[src/rtl/uart_tx_fifo_pkg.sv]
// ---------------------------------------------------------------------------
// Package constant
// Shared types and frame constants for the buffered UART transmitter.
//   tx_state_t       : transmit FSM state encoding
//   UART_DATA_BITS   : data bits per frame
//   UART_FRAME_BITS  : total bit periods per frame (start + data [+ parity] + stop)
//   even_parity()    : XOR of the data bits
// Optional feature macro: UART_TX_PARITY_EN adds a PARITY state and one bit
// period of even parity between the data bits and the stop bit.
// ---------------------------------------------------------------------------
package constant;

  localparam int UART_DATA_BITS = 8;

`ifdef UART_TX_PARITY_EN
  localparam int UART_FRAME_BITS = UART_DATA_BITS + 3;
  typedef enum logic [2:0] {
    IDLE,
    START,
    DATA,
    PARITY,
    STOP
  } tx_state_t;
`else
  localparam int UART_FRAME_BITS = UART_DATA_BITS + 2;
  typedef enum logic [1:0] {
    IDLE,
    START,
    DATA,
    STOP
  } tx_state_t;
`endif

  function automatic logic even_parity(input logic [UART_DATA_BITS-1:0] d);
    return ^d;
  endfunction

endpackage

[src/rtl/uart_tx_fifo_if.sv]
// ---------------------------------------------------------------------------
// uart_tx_fifo_if
// Byte write channel from the execute stage into the transmit FIFO.
//   wdata  : byte to transmit
//   wvalid : push request
//   wready : FIFO not full; a push happens on an edge with wvalid && wready
// Modports: master (producer), slave (uart_tx_fifo).
// ---------------------------------------------------------------------------
interface uart_tx_fifo_if;
  logic [7:0] wdata;
  logic       wvalid;
  logic       wready;

  modport master (output wdata, output wvalid, input wready);
  modport slave  (input wdata, input wvalid, output wready);
endinterface

[src/rtl/uart_tx_fifo_tx_fifo.sv]
// ---------------------------------------------------------------------------
// tx_fifo
// Synchronous circular-buffer FIFO, 2**DEPTH_LOG2 entries.
//   clk, rstn : clock, asynchronous active-low reset
//   push, din : write request and data (ignored when full)
//   pop, dout : read request and head entry (ignored when empty)
//   full, empty, count : occupancy status
// The head entry is presented combinationally so the transmitter can load it
// on the same edge it pops; at this depth the array maps to distributed RAM.
// ---------------------------------------------------------------------------
module tx_fifo #(
  parameter int DEPTH_LOG2 = 4,
  parameter int WIDTH      = 8
) (
  input  logic                  clk,
  input  logic                  rstn,
  input  logic                  push,
  input  logic                  pop,
  input  logic [WIDTH-1:0]      din,
  output logic [WIDTH-1:0]      dout,
  output logic                  full,
  output logic                  empty,
  output logic [DEPTH_LOG2:0]   count
);

  localparam int DEPTH = 1 << DEPTH_LOG2;

  logic [WIDTH-1:0]      mem [DEPTH];
  logic [DEPTH_LOG2-1:0] wr_ptr_reg;
  logic [DEPTH_LOG2-1:0] rd_ptr_reg;
  logic [DEPTH_LOG2:0]   count_reg;
  logic                  do_push;
  logic                  do_pop;

  assign full    = (count_reg == (DEPTH_LOG2 + 1)'(DEPTH));
  assign empty   = (count_reg == '0);
  // A full FIFO refuses the push even when a pop frees a slot on the same edge.
  assign do_push = push && !full;
  assign do_pop  = pop && !empty;
  assign dout    = mem[rd_ptr_reg];
  assign count   = count_reg;

  always_ff @(posedge clk) begin
    if (do_push) begin
      mem[wr_ptr_reg] <= din;
    end
  end

  always_ff @(posedge clk or negedge rstn) begin
    if (!rstn) begin
      wr_ptr_reg <= '0;
      rd_ptr_reg <= '0;
      count_reg  <= '0;
    end else begin
      if (do_push) begin
        wr_ptr_reg <= wr_ptr_reg + 1'b1;
      end
      if (do_pop) begin
        rd_ptr_reg <= rd_ptr_reg + 1'b1;
      end
      case ({do_push, do_pop})
        2'b10:   count_reg <= count_reg + 1'b1;
        2'b01:   count_reg <= count_reg - 1'b1;
        default: count_reg <= count_reg;
      endcase
    end
  end

endmodule

[src/rtl/uart_tx_fifo.sv]
// ---------------------------------------------------------------------------
// uart_tx_fifo
// Buffered UART transmitter: bytes pushed through the write interface are
// queued in tx_fifo and serialised LSB first as 8N1 frames, back to back.
//   clk   : clock (rising edge)
//   rstn  : asynchronous active-low reset; abandons any frame in flight
//   wr    : uart_tx_fifo_if.slave (wdata / wvalid / wready)
//   txd   : serial line, registered, idles high
//   busy  : frame on the line or FIFO non-empty
//   count : FIFO occupancy
// Optional feature macro: UART_TX_PARITY_EN inserts an even-parity bit.
// ---------------------------------------------------------------------------
module uart_tx_fifo
  import constant::*;
#(
  parameter int CLK_PER_HALF_BIT = 434,
  parameter int DEPTH_LOG2       = 4
) (
  input  logic                clk,
  input  logic                rstn,
  uart_tx_fifo_if.slave       wr,
  output logic                txd,
  output logic                busy,
  output logic [DEPTH_LOG2:0] count
);

  localparam int BIT_CLKS = 2 * CLK_PER_HALF_BIT;
  localparam int BAUD_W   = (BIT_CLKS > 1) ? $clog2(BIT_CLKS) : 1;
  localparam logic [BAUD_W-1:0] BAUD_LAST = BAUD_W'(BIT_CLKS - 1);
  localparam logic [2:0]        LAST_BIT  = 3'(UART_DATA_BITS - 1);

  tx_state_t   state_reg, state_next;
  logic [BAUD_W-1:0] baud_reg, baud_next;
  logic [2:0]  bit_reg, bit_next;
  logic [7:0]  shift_reg, shift_next;
  logic        txd_reg, txd_next;
  logic        load;
  logic        pop;
  logic        push;
  logic [7:0]  fifo_dout;
  logic        fifo_full;
  logic        fifo_empty;
  logic        bit_end;
`ifdef UART_TX_PARITY_EN
  logic        parity_reg, parity_next;
`endif

  assign push      = wr.wvalid && !fifo_full;
  assign wr.wready = !fifo_full;
  assign bit_end   = (baud_reg == BAUD_LAST);
  assign busy      = (state_reg != IDLE) || !fifo_empty;
  assign txd       = txd_reg;

  tx_fifo #(
    .DEPTH_LOG2 (DEPTH_LOG2),
    .WIDTH      (8)
  ) u_fifo (
    .clk   (clk),
    .rstn  (rstn),
    .push  (push),
    .pop   (pop),
    .din   (wr.wdata),
    .dout  (fifo_dout),
    .full  (fifo_full),
    .empty (fifo_empty),
    .count (count)
  );

  always_comb begin
    state_next = state_reg;
    baud_next  = baud_reg;
    bit_next   = bit_reg;
    shift_next = shift_reg;
    load       = 1'b0;
    pop        = 1'b0;
`ifdef UART_TX_PARITY_EN
    parity_next = parity_reg;
`endif

    if (state_reg != IDLE) begin
      baud_next = bit_end ? '0 : baud_reg + 1'b1;
    end

    case (state_reg)
      IDLE: begin
        load = !fifo_empty;
      end
      START: begin
        if (bit_end) begin
          state_next = DATA;
        end
      end
      DATA: begin
        if (bit_end) begin
          shift_next = {1'b0, shift_reg[7:1]};
          bit_next   = bit_reg + 1'b1;
          if (bit_reg == LAST_BIT) begin
`ifdef UART_TX_PARITY_EN
            state_next = PARITY;
`else
            state_next = STOP;
`endif
          end
        end
      end
`ifdef UART_TX_PARITY_EN
      PARITY: begin
        if (bit_end) begin
          state_next = STOP;
        end
      end
`endif
      STOP: begin
        if (bit_end) begin
          // Chain straight into the next start bit when more data is queued.
          load       = !fifo_empty;
          state_next = IDLE;
        end
      end
      default: state_next = IDLE;
    endcase

    if (load) begin
      pop        = 1'b1;
      shift_next = fifo_dout;
      bit_next   = '0;
      baud_next  = '0;
      state_next = START;
`ifdef UART_TX_PARITY_EN
      parity_next = even_parity(fifo_dout);
`endif
    end

    // The line value is derived from the next state so that txd changes on
    // the same edge as the state register.
    case (state_next)
      START:   txd_next = 1'b0;
      DATA:    txd_next = shift_next[0];
`ifdef UART_TX_PARITY_EN
      PARITY:  txd_next = parity_next;
`endif
      default: txd_next = 1'b1;
    endcase
  end

  always_ff @(posedge clk or negedge rstn) begin
    if (!rstn) begin
      state_reg <= IDLE;
      baud_reg  <= '0;
      bit_reg   <= '0;
      shift_reg <= '0;
      txd_reg   <= 1'b1;
`ifdef UART_TX_PARITY_EN
      parity_reg <= 1'b0;
`endif
    end else begin
      state_reg <= state_next;
      baud_reg  <= baud_next;
      bit_reg   <= bit_next;
      shift_reg <= shift_next;
      txd_reg   <= txd_next;
`ifdef UART_TX_PARITY_EN
      parity_reg <= parity_next;
`endif
    end
  end

endmodule

[src/flat_wrapper.sv]
// flat-port wrapper written by rule: the top's interface ports become plain ports
module uart_tx_fifo_flat import constant::*;
#(
  parameter int CLK_PER_HALF_BIT = 434,
  parameter int DEPTH_LOG2       = 4
)
  (clk, rstn, txd, busy, count, wr_wdata, wr_wvalid, wr_wready);
  uart_tx_fifo_if wr_i ();
  input  logic clk;
  input  logic rstn;
  output logic txd;
  output logic busy;
  output logic [DEPTH_LOG2:0] count;
  input wire logic [$bits(wr_i.wdata)-1:0] wr_wdata;
  input wire logic [$bits(wr_i.wvalid)-1:0] wr_wvalid;
  output wire logic [$bits(wr_i.wready)-1:0] wr_wready;
  assign wr_i.wdata = wr_wdata;
  assign wr_i.wvalid = wr_wvalid;
  assign wr_wready = wr_i.wready;
  uart_tx_fifo #(.CLK_PER_HALF_BIT(CLK_PER_HALF_BIT), .DEPTH_LOG2(DEPTH_LOG2)) u_core (.clk(clk), .rstn(rstn), .wr(wr_i), .txd(txd), .busy(busy), .count(count));
endmodule
[config.mk]
export PLATFORM = sky130hd
export DESIGN_NAME = uart_tx_fifo_flat
export DESIGN_NICKNAME = d
export VERILOG_FILES = /design/src/rtl/uart_tx_fifo_pkg.sv /design/src/rtl/uart_tx_fifo_if.sv /design/src/rtl/uart_tx_fifo_tx_fifo.sv /design/src/rtl/uart_tx_fifo.sv /design/src/flat_wrapper.sv
export SDC_FILE = /design/constraint.sdc
export NUM_CORES = 1
export LEC_CHECK = 0
export ABC_AREA = 0
export ABC_CLOCK_PERIOD_IN_PS = 8100
export CAP_MARGIN = 40
export CORE_ASPECT_RATIO = 1.75
export CORE_MARGIN = 4
export CORE_UTILIZATION = 47
export CTS_CLUSTER_DIAMETER = 120
export CTS_CLUSTER_SIZE = 10
export DETAILED_ROUTE_END_ITERATION = 10
export MAX_ROUTING_LAYER = met4
export SLEW_MARGIN = 5
export SYNTH_ARGS = -nofsm -noshare
export SYNTH_HDL_FRONTEND = slang
export SYNTH_SLANG_ARGS = --single-unit
[constraint.sdc]
create_clock -name clk -period 8.1 [get_ports clk]
set_input_delay 0.81 -clock clk [delete_from_list [all_inputs] [get_ports clk]]
set_output_delay 0.81 -clock clk [all_outputs]
set_load 0.005 [all_outputs]
==> run_results.csv, run 1 <==
group,metric,value,unit
hold_path,hp-class,"in2async",
cells_and_area,fillCellCount,1158,
cells_and_area,drive_above_1_share,19.2,%
clocking,cts_tree,"built",
status,status,"completed",
power_and_ir_drop,p_int,1.99,mW
clocking,hold_buffers,0,
power_and_ir_drop,pwr-share-seq,40.8,%
power_and_ir_drop,power,2.86,mW
sta,fin_crit_sh,39.4,%
synthesis,ys.flop_type,"edfxtp_1",
setup_path,end_kind,"register",
floorplan,die_x,100,um
sta,max_freq,314,MHz
place,postPlaceCellArea,7400,sq um
cells_and_area,utilization,55.6,%
setup_path,worst_path_max_delay_cell,"dfrtp_1",
cells_and_area,largest_reg_flops,128,
drt,dr.pass1.iters,4,
floorplan,num_rows,58,
place,pre_cts_slack,4.88,ns
power_and_ir_drop,power_switching,0.868,mW
synthesis,syn_area,7000,sq um
sta,rsz0062_at_grt,"no",
clocking,cts.sinks,165,
sta,holdWs,0.214,ns
power_and_ir_drop,ir_drop,205,uV
clocking,clock_path_buffers,2,
synthesis,yosysTopAreaCellShare,54.9,%
synthesis,synthSimpleGateAreaFrac,6.79,%
setup_path,cp_slowest_stage_delay,0.43,ns
setup_path,cpMostUsedCell,"ha_1",
setup_path,crit_fanout,25,
floorplan,initial_core_util,48.2,%
clocking,cts_resized,0,
synthesis,synth_seq_area_share,68.2,%
sta,fin_tns_setup,0,ns
power_and_ir_drop,switching_share,30.3,%
synthesis,synth_cell_types,51,
synthesis,synth_edf_count,128,
clocking,cts_post_setup_buffers_inserted,0,
cells_and_area,antenna_cells,0,
sta,finalHoldViolations,0,
clocking,insertion_delay,0.42,ns
setup_path,critPathArrivalTime,3.53,ns
cells_and_area,finish.instance_area,8070,sq um
sta,skew,0.0106,ns
clocking,cts-root-buf,"clkbuf_16",
place,dp.cells,617,
clocking,clkTransAtPathRegs,0.07,ns
place,portBuffers,18,
power_and_ir_drop,p_comb_share,27.9,%
cells_and_area,stdcell_count,649,
place,dp_hpwl,9.22,mm
synthesis,yosys.area_share.adder,3.04,%
power_and_ir_drop,leakage,2.86,nW
floorplan,io_pins,19,
synthesis,async_flop_share,22.4,%
power_and_ir_drop,clockPowerShare,31.3,%
place,place_congestion,0.765,
sta,worst_slack,4.91,ns
sta,finalSetupViolations,0,
drt,drc,0,
sta,period_minus_slack,3.19,ns
sta,slew_viol_final,0,
synthesis,avgSynthCellArea,16.3,sq um
setup_path,required,8.44,ns
synthesis,ys.warnings.count,0,
synthesis,syn_nets,458,
synthesis,synthCells,430,
floorplan,die_area,17000,sq um
floorplan,die_h,169,um
synthesis,synth-xor-area-share,1.88,%
grt,overflow,0,
drt,via_count,3707,
synthesis,muxShareOfSynthArea,12.4,%
synthesis,synth_compound_area_share,5.68,%
drt,routed_wl,13.1,mm
synthesis,synth_area_leaders,"edfxtp_1 55%, dfrtp_1 13%, mux4_2 11%",
grt,grt_pass1_wl,21.4,mm
setup_path,cp.buffers_inverters,1,
synthesis,synth_top_family_by_area,"multiplexers",
sta,max_slew.worst_pin.slew,0.876,ns
sta,slew_headroom,41.4,%
floorplan,core,14500,sq um
flow_run,maxCapViolations,0,
synthesis,yosysTopAreaCell,"edfxtp_1",
cells_and_area,area_delta_synth_final,15.2,%
drt,wl_per_cell,20.1,um
cells_and_area,num-nets-final,484,
drt,viasPerCell,5.71,
setup_path,cp_cell_sequence,"ha_1 > nor3b_2 > a41oi_1 > nor2_2 > buf_4 > ha_1 > xor2_1 > ha_1 > a31oi_1 > or2_2 > a21oi_1 > xor2_1",
grt,grt_usage,17.3,%
setup_path,worstSetupStartpointType,"register",
power_and_ir_drop,powerDensity,355,nW/um^2
grt,grt_pass1_vias,4046,
synthesis,synth-seq-cells,165,
drt,drt-initial-drc-count,228,
clocking,cts_max_level,4,
setup_path,cpLargestDelayFamily,"adder cells",
grt,antenna_found_initial,0,
grt,grt_max_degree,36,
setup_path,critical_path_class,"reg2reg",
drt,ant_nets,0,
clocking,numCtsBuffers,17,
==> power by group through the flow <==
stage / Clock, mW / Combinational [mW] / Sequential, mW
after detailed placement: 0 / 0.814 / 1.18
after CTS: 0.909 / 0.818 / 1.17
final: 0.896 / 0.797 / 1.17
after floorplan: 0 / 0.639 / 1.12
after global placement: 0 / 0.762 / 1.20
after global routing: 0.947 / 0.886 / 1.19
==> cell usage in the layout, fill, tap and decap left out, types with 4 or more instances in the layout <==
cell | synthesis | routed
inv_1 | 7 | 7
buf_4 | 3 | 8
a21oi_1 | 5 | 5
bufinv_16 | 0 | 5
nand3_1 | 5 | 5
dfrtp_1 | 36 | 35
o31ai_1 | 4 | 4
nand2_1 | 26 | 26
nand2b_1 | 6 | 6
a31oi_1 | 4 | 4
o21ai_0 | 8 | 8
nor2_1 | 30 | 30
clkbuf_16 | 0 | 17
clkdlybuf4s50_1 | 0 | 17
o21ai_1 | 17 | 17
xor2_1 | 9 | 9
edfxtp_1 | 128 | 128
inv_6 | 0 | 5
mux4_2 | 33 | 33
xnor2_1 | 6 | 6
nand4_1 | 6 | 6
mux2i_1 | 10 | 10
o22ai_1 | 13 | 13
ha_1 | 17 | 17
==> metal layers <==
layer  global-route usage, %  vias to the layer above  routed length, um
met2                    31.6                       65               7750
met3                    3.17                       10                400
met5                       -                        -                  0
met1                    18.7                     1910               4760
li1                        -                     1722                  -
met4                    5.28                        0                161
==> worst register-to-register path, cell delays in order (launching register included) <==
cell,delay (ns)
dfrtp_1,0.43
ha_1,0.25
nor3b_2,0.34
a41oi_1,0.23
nor2_2,0.12
buf_4,0.27
ha_1,0.38
xor2_1,0.18
ha_1,0.21
a31oi_1,0.09
or2_2,0.27
a21oi_1,0.17
xor2_1,0.16
==> layout make-up <==
class / count / area [sq um] / share of cell area, %
Inverter: 7 / 26.3 / 0.326
Multi-Input combinational cell: 236 / 2090 / 26.0
Tap cell: 180 / 225 / 2.79
Sequential cell: 165 / 4770 / 59.2
Clock inverter: 15 / 238 / 2.95
Clock buffer: 17 / 425 / 5.27
Timing Repair Buffer: 29 / 285 / 3.54
==> kinds of logic after synthesis <==
group	count (synthesis)
XOR/XNOR	15
flip-flops	165
AND/OR/NAND/NOR	96
multiplexers	45
AO/OA/AOI/OAI	63
adder cells (fa/ha/maj)	17
buffers and inverters	29
==> synth_stat cells, drive strengths merged (4+ instances only) <==
library cell / count
dfrtp: 36
clkbuf: 6
edfxtp: 128
nor2: 31
ha: 17
nand2b: 6
mux4: 33
o22ai: 13
xor2: 9
a31oi: 4
o31ai: 4
nand3: 5
a21oi: 5
nand2: 26
o21ai: 25
buf: 16
xnor2: 6
nand4: 6
inv: 7
nor3: 4
mux2i: 10
==> worst paths after layout <==
check                               startpoint                          end  slack (ns)  cells after the start
max                         u_core.baud_reg[0]       u_core.u_fifo.count[4]        4.91                     12
min                                       rstn  u_core.u_fifo.wr_ptr_reg[0]        0.21                      1
max reg2reg                 u_core.baud_reg[0]       u_core.u_fifo.count[4]        4.91                     12
min reg2reg                u_core.shift_reg[7]          u_core.shift_reg[7]        0.52                      2
max in group asynchronous                 rstn                   u_core.txd        7.42                      2
min in group clk           u_core.shift_reg[7]          u_core.shift_reg[7]        0.52                      2
Note: power is estimated with default switching activity, not from simulation.
==> inputs of run 2 (changes only) <==
--- a/config.mk
+++ b/config.mk
@@ -6,7 +6,7 @@
 export NUM_CORES = 1
 export LEC_CHECK = 0
 export ABC_AREA = 0
-export ABC_CLOCK_PERIOD_IN_PS = 8100
+export ABC_CLOCK_PERIOD_IN_PS = 2800
 export CAP_MARGIN = 40
 export CORE_ASPECT_RATIO = 1.75
 export CORE_MARGIN = 4
@@ -15,6 +15,7 @@
 export CTS_CLUSTER_SIZE = 10
 export DETAILED_ROUTE_END_ITERATION = 10
 export MAX_ROUTING_LAYER = met4
+export PLACE_DENSITY = 0.66
 export SLEW_MARGIN = 5
 export SYNTH_ARGS = -nofsm -noshare
 export SYNTH_HDL_FRONTEND = slang
==> constraint.sdc (replaced) <==
create_clock -name clk -period 2.8 [get_ports clk]
set_input_delay 0.28 -clock clk [delete_from_list [all_inputs] [get_ports clk]]
set_output_delay 0.28 -clock clk [all_outputs]
set_load 0.005 [all_outputs]
==> run 2 against run 1 <==
Via count is 1.2% higher; die area did not move; largest power group unchanged; critical endpoint unchanged; register-to-register slack got worse by 4.7 ns; global-route usage is 0.82 points higher; critical path type unchanged; first-iteration DRC count is 34% higher.
==> run_results.csv, run 2 (synthesis results as in run 1) <==
group,metric,value,unit
drt,dr.pass1.iters,4,
sta,fin_tns_setup,0,ns
setup_path,r2r_setup_slack,0.21,ns
setup_path,crit_path_end,"u_core.u_fifo.count[4]",
cells_and_area,antenna_cells,0,
drt,ant_nets,0,
power_and_ir_drop,leakage,2.93,nW
setup_path,r2r_cells,11,
cells_and_area,drive_above_1_share,22.6,%
grt,grt_usage,18.1,%
floorplan,initial_core_util,48.2,%
grt,grt_pass1_vias,4092,
drt,via_count,3753,
floorplan,die_area,17000,sq um
floorplan,die_h,169,um
flow_run,maxCapViolations,0,
floorplan,io_pins,19,
place,portBuffers,18,
grt,antenna_found_initial,0,
drt,viasPerCell,5.63,
setup_path,timing.rr.start,"u_core.u_fifo.count[1]",
clocking,cts_max_level,4,
setup_path,critPathArrivalTime,2.94,ns
setup_path,setup.worst_path.start,"u_core.u_fifo.count[1]",
clocking,cts_post_setup_buffers_inserted,0,
sta,max_freq,386,MHz
sta,slew_viol_final,0,
clocking,insertion_delay,0.43,ns
sta,max_slew.worst_pin.slew,0.892,ns
grt,grt_pass1_wl,22.3,mm
cells_and_area,layout_common_cells,"128 x edfxtp_1, 35 x dfrtp_1, 33 x mux4_2, 30 x nor2_1",
sta,holdWs,0.274,ns
cells_and_area,num-nets-final,502,
grt,grt_max_degree,26,
sta,skew,0.0121,ns
sta,rsz0062_at_grt,"no",
power_and_ir_drop,powerDensity,990,nW/um^2
clocking,cts.sinks,165,
power_and_ir_drop,ir_drop,494,uV
status,status,"completed",
setup_path,end_kind,"register",
clocking,cts-root-buf,"clkbuf_16",
setup_path,critical_path_class,"reg2reg",
floorplan,die_x,100,um
cells_and_area,largest_reg_flops,128,
setup_path,r2r_end,"u_core.u_fifo.count[4]",
clocking,numCtsBuffers,17,
floorplan,num_rows,58,
clocking,clock_path_buffers,2,
sta,finalHoldViolations,0,
drt,wl_per_cell,20.3,um
place,dp_hpwl,9.51,mm
sta,slew_headroom,40.5,%
cells_and_area,area_delta_synth_final,16.8,%
floorplan,core,14500,sq um
sta,fin_crit_sh,92.5,%
setup_path,worstSetupStartpointType,"register",
place,place_congestion,0.863,
sta,finalSetupViolations,0,
cells_and_area,stdcell_count,667,
hold_path,hp-class,"in2async",
clocking,cts_tree,"built",
sta,period_minus_slack,2.59,ns
place,dp.cells,634,
drt,routed_wl,13.5,mm
setup_path,crit_fanout,9,
cells_and_area,layout_commonest_cell,"edfxtp_1",
setup_path,required,3.15,ns
grt,overflow,0,
drt,drc,0,
drt,drt-initial-drc-count,305,
clocking,clkTransAtPathRegs,0.08,ns
## run 2: where the power goes
group,switching (mW),total [mW],internal [mW]
Clock,1.11,2.32,1.22
Combinational,1.14,2.32,1.18
Sequential,0.409,3.45,3.04
Total,2.65,8.09,5.44
## run 2: how the worst min path moves through the flow
stage	start	endpoint	slack [ns]	depth (start not counted)
floorplan	rstn	u_core.baud_reg[0]	-0.02	0
global placement	rstn	u_core.u_fifo.count[4]	0.43	1
detailed placement	rstn	u_core.u_fifo.count[4]	0.20	1
CTS	rstn	u_core.u_fifo.count[4]	0.28	2
global route	rstn	u_core.u_fifo.count[3]	0.30	2
finish	rstn	u_core.u_fifo.count[4]	0.27	2
## run 2: timing repair
item                                   in CTS  in global routing
endpoints found under the hold margin      12                  0
setup endpoints to repair                   0                  1
resized for setup                           0                  2
hold buffers                                1                  0
## run 2: area by class of cell
cell class | count | area, sq um
Inverter | 7 | 26.3
Multi-Input combinational cell | 236 | 2120
Clock inverter | 15 | 189
Timing Repair Buffer | 47 | 420
Fill cell | 1113 | 6340
Tap cell | 180 | 225
Clock buffer | 17 | 425
Sequential cell | 165 | 4770
## run 2: per-stage QoR
| stage | area, sq um | power [mW] | setup slack [ns] | util, % |
|---|---|---|---|---|
| after floorplan | 7050 | 5.15 | -0.0127 | - |
| after global routing | 8170 | 8.57 | 0.0332 | 56.3 |
| after global placement | 7510 | 5.78 | 0.207 | 51.8 |
| after detailed placement | 7540 | 5.86 | 0.121 | 52.0 |
| after CTS | 8170 | 8.19 | 0.0818 | 56.3 |
| final | 8170 | 8.09 | 0.209 | 56.3 |
## run 2: metal layers
layer	part of all wire, %	vias up	track usage, %	wire length (um)
li1	-	1759	-	-
met1	37	1928	19.3	5000
met2	59	45	33.0	7950
met3	2.1	21	3.50	279
met4	2.1	0	6.22	282
met5	0	-	-	0
## run 2: worst max-delay path, cell delays in order, from the launching register on
cell and delay [ns]:
dfrtp_1 0.48, or4_4 0.54, o21bai_4 0.18, nor2_4 0.06, ha_4 0.20, xor2_1 0.15
ha_2 0.20, o21a_1 0.16, o21ai_1 0.12, nand3b_1 0.10, a21oi_2 0.15, xor2_1 0.16
==> inputs of run 3 (changes only) <==
--- a/config.mk
+++ b/config.mk
@@ -9,13 +9,13 @@
 export ABC_CLOCK_PERIOD_IN_PS = 2800
 export CAP_MARGIN = 40
 export CORE_ASPECT_RATIO = 1.75
-export CORE_MARGIN = 4
+export CORE_MARGIN = 1.5
 export CORE_UTILIZATION = 47
 export CTS_CLUSTER_DIAMETER = 120
 export CTS_CLUSTER_SIZE = 10
 export DETAILED_ROUTE_END_ITERATION = 10
 export MAX_ROUTING_LAYER = met4
-export PLACE_DENSITY = 0.66
+export PLACE_DENSITY = 0.71
 export SLEW_MARGIN = 5
 export SYNTH_ARGS = -nofsm -noshare
 export SYNTH_HDL_FRONTEND = slang
==> run 3 against run 2 <==
Sequential power fell by 1%; cell count fell by 0.30%; combinational power rose by 4%; wire length rose by 1.9%; setup slack got worse by 0.056 ns; utilization barely moved; non-clock buffer count fell by 2; via count rose by 1.4%; clock power fell by 3%; maximum frequency fell by 2.1%; total power fell by 0.26%; critical path type unchanged; largest power group unchanged.
==> run_results.csv, run 3 (synthesis results as in run 1) <==
group,metric,value,unit
setup_path,worst_path_max_delay_cell,"dfrtp_1",
cells_and_area,largest_reg_flops,128,
status,status,"completed",
hold_path,hp-class,"in2async",
cells_and_area,num-nets-final,500,
drt,routed_wl,13.8,mm
setup_path,worst-path-stages,11,
drt,drt-initial-drc-count,256,
setup_path,worstSetupStartpointType,"register",
drt,dr.pass1.iters,4,
drt,drc,0,
cells_and_area,drive_above_1_share,22.7,%
cells_and_area,layout_common_cells,"128 x edfxtp_1, 35 x dfrtp_1, 33 x mux4_2, 30 x nor2_1, 26 x nand2_1",
clocking,cts_max_level,4,
place,dp_hpwl,9.64,mm
cells_and_area,area_delta_synth_final,16.2,%
clocking,clkTransAtPathRegs,0.07,ns
place,postPlaceCellArea,7530,sq um
power_and_ir_drop,ir_drop,498,uV
clocking,numCtsBuffers,17,
sta,fin_crit_sh,94.6,%
sta,slew_viol_final,0,
setup_path,critPathArrivalTime,2.99,ns
grt,antenna_found_initial,0,
sta,period_minus_slack,2.65,ns
setup_path,cp_slowest_stage_delay,0.42,ns
sta,skew,0.0140,ns
setup_path,end_kind,"register",
cells_and_area,layout_commonest_cell,"edfxtp_1",
grt,grt_usage,19.8,%
clocking,insertion_delay,0.42,ns
cells_and_area,antenna_cells,0,
floorplan,io_pins,19,
setup_path,required,3.14,ns
setup_path,cp_cell_sequence,"ha_2 > nor3b_2 > a41oi_2 > nor2_4 > ha_4 > xor2_1 > ha_2 > a31oi_1 > or2_2 > a21oi_2 > xor2_1",
place,place_congestion,0.818,
clocking,cts_tree,"built",
clocking,cts-root-buf,"clkbuf_16",
drt,ant_nets,0,
power_and_ir_drop,leakage,2.89,nW
grt,grt_max_degree,31,
floorplan,die_area,15700,sq um
floorplan,num_rows,58,
sta,max_slew.worst_pin.slew,0.834,ns
floorplan,initial_core_util,48.5,%
flow_run,maxCapViolations,0,
sta,finalHoldViolations,0,
sta,finalSetupViolations,0,
setup_path,cpLargestDelayFamily,"simple AND/OR/NAND/NOR gates",
sta,slew_headroom,44.2,%
setup_path,critical_path_class,"reg2reg",
drt,viasPerCell,5.72,
drt,wl_per_cell,20.7,um
sta,max_freq,378,MHz
place,portBuffers,18,
floorplan,core,14400,sq um
grt,grt_pass1_wl,21.6,mm
setup_path,crit_fanout,8,
power_and_ir_drop,powerDensity,992,nW/um^2
setup_path,r2r_cells,11,
clocking,clock_path_buffers,2,
grt,overflow,0,
drt,via_count,3806,
floorplan,die_h,164,um
sta,fin_tns_setup,0,ns
grt,grt_pass1_vias,4061,
cells_and_area,finish.instance_area,8140,sq um
clocking,cts.sinks,165,
setup_path,cp.buffers_inverters,0,
floorplan,die_x,95.3,um
run 3: cell types whose count changed in the layout (fill, tap and decap cells not counted), sizes merged:
cell | previous run | this run
buf | 29 | 27
clkinv | 8 | 4
clkinvlp | 0 | 2
inv | 14 | 16
run 3: what timing repair did:
item,CTS,global route
setup buffers,0,0
setup endpoints to repair,0,2
resized for setup,0,4
endpoints found under the hold margin,36,0
hold buffers,1,0
run 3: final timing paths:
check                                         from                          end  slack, ns
worst max-delay path            u_core.baud_reg[0]       u_core.u_fifo.count[4]       0.15
worst min register to register  u_core.baud_reg[9]           u_core.baud_reg[9]       0.53
worst min-delay path                          rstn  u_core.u_fifo.wr_ptr_reg[1]       0.25
min in group clk                u_core.baud_reg[9]           u_core.baud_reg[9]       0.53
max in group asynchronous                     rstn                   u_core.txd       2.05
worst max register to register  u_core.baud_reg[0]       u_core.u_fifo.count[4]       0.15
run 3: area by class of cell:
type | count | area, sq um
Fill cell | 1077 | 6310
Sequential cell | 165 | 4770
Multi-Input combinational cell | 236 | 2120
Clock buffer | 17 | 425
Timing Repair Buffer | 45 | 405
Tap cell | 180 | 225
Clock inverter | 15 | 156
Inverter | 7 | 26.3
run 3: metal layers:
metal	share of wire, %	GRT usage, %	vias to the layer above
li1	-	-	1759
met1	37	20.0	1957
met4	2.7	7.87	0
met5	0	-	-
met3	1.9	3.50	25
met2	59	36.7	65
run 3: where the power goes:
part           switching [mW]  internal [mW]
clock                    1.06           1.19
sequential              0.372           3.04
combinational            1.21           1.20
run 3: stage by stage:
stage / hold WS, ns / cells / utilization (%) / total power, mW / setup WS (ns)
floorplan: -0.0156 / 430 / - / 5.15 / -0.0127
global placement: 0.430 / 628 / 51.8 / 5.78 / 0.171
detailed placement: 0.155 / 632 / 52.1 / 5.89 / 0.0989
CTS: 0.248 / 665 / 56.2 / 8.13 / 0.0814
global route: 0.257 / 665 / 56.3 / 8.50 / -0.0200
finish: 0.249 / 665 / 56.3 / 8.07 / 0.153
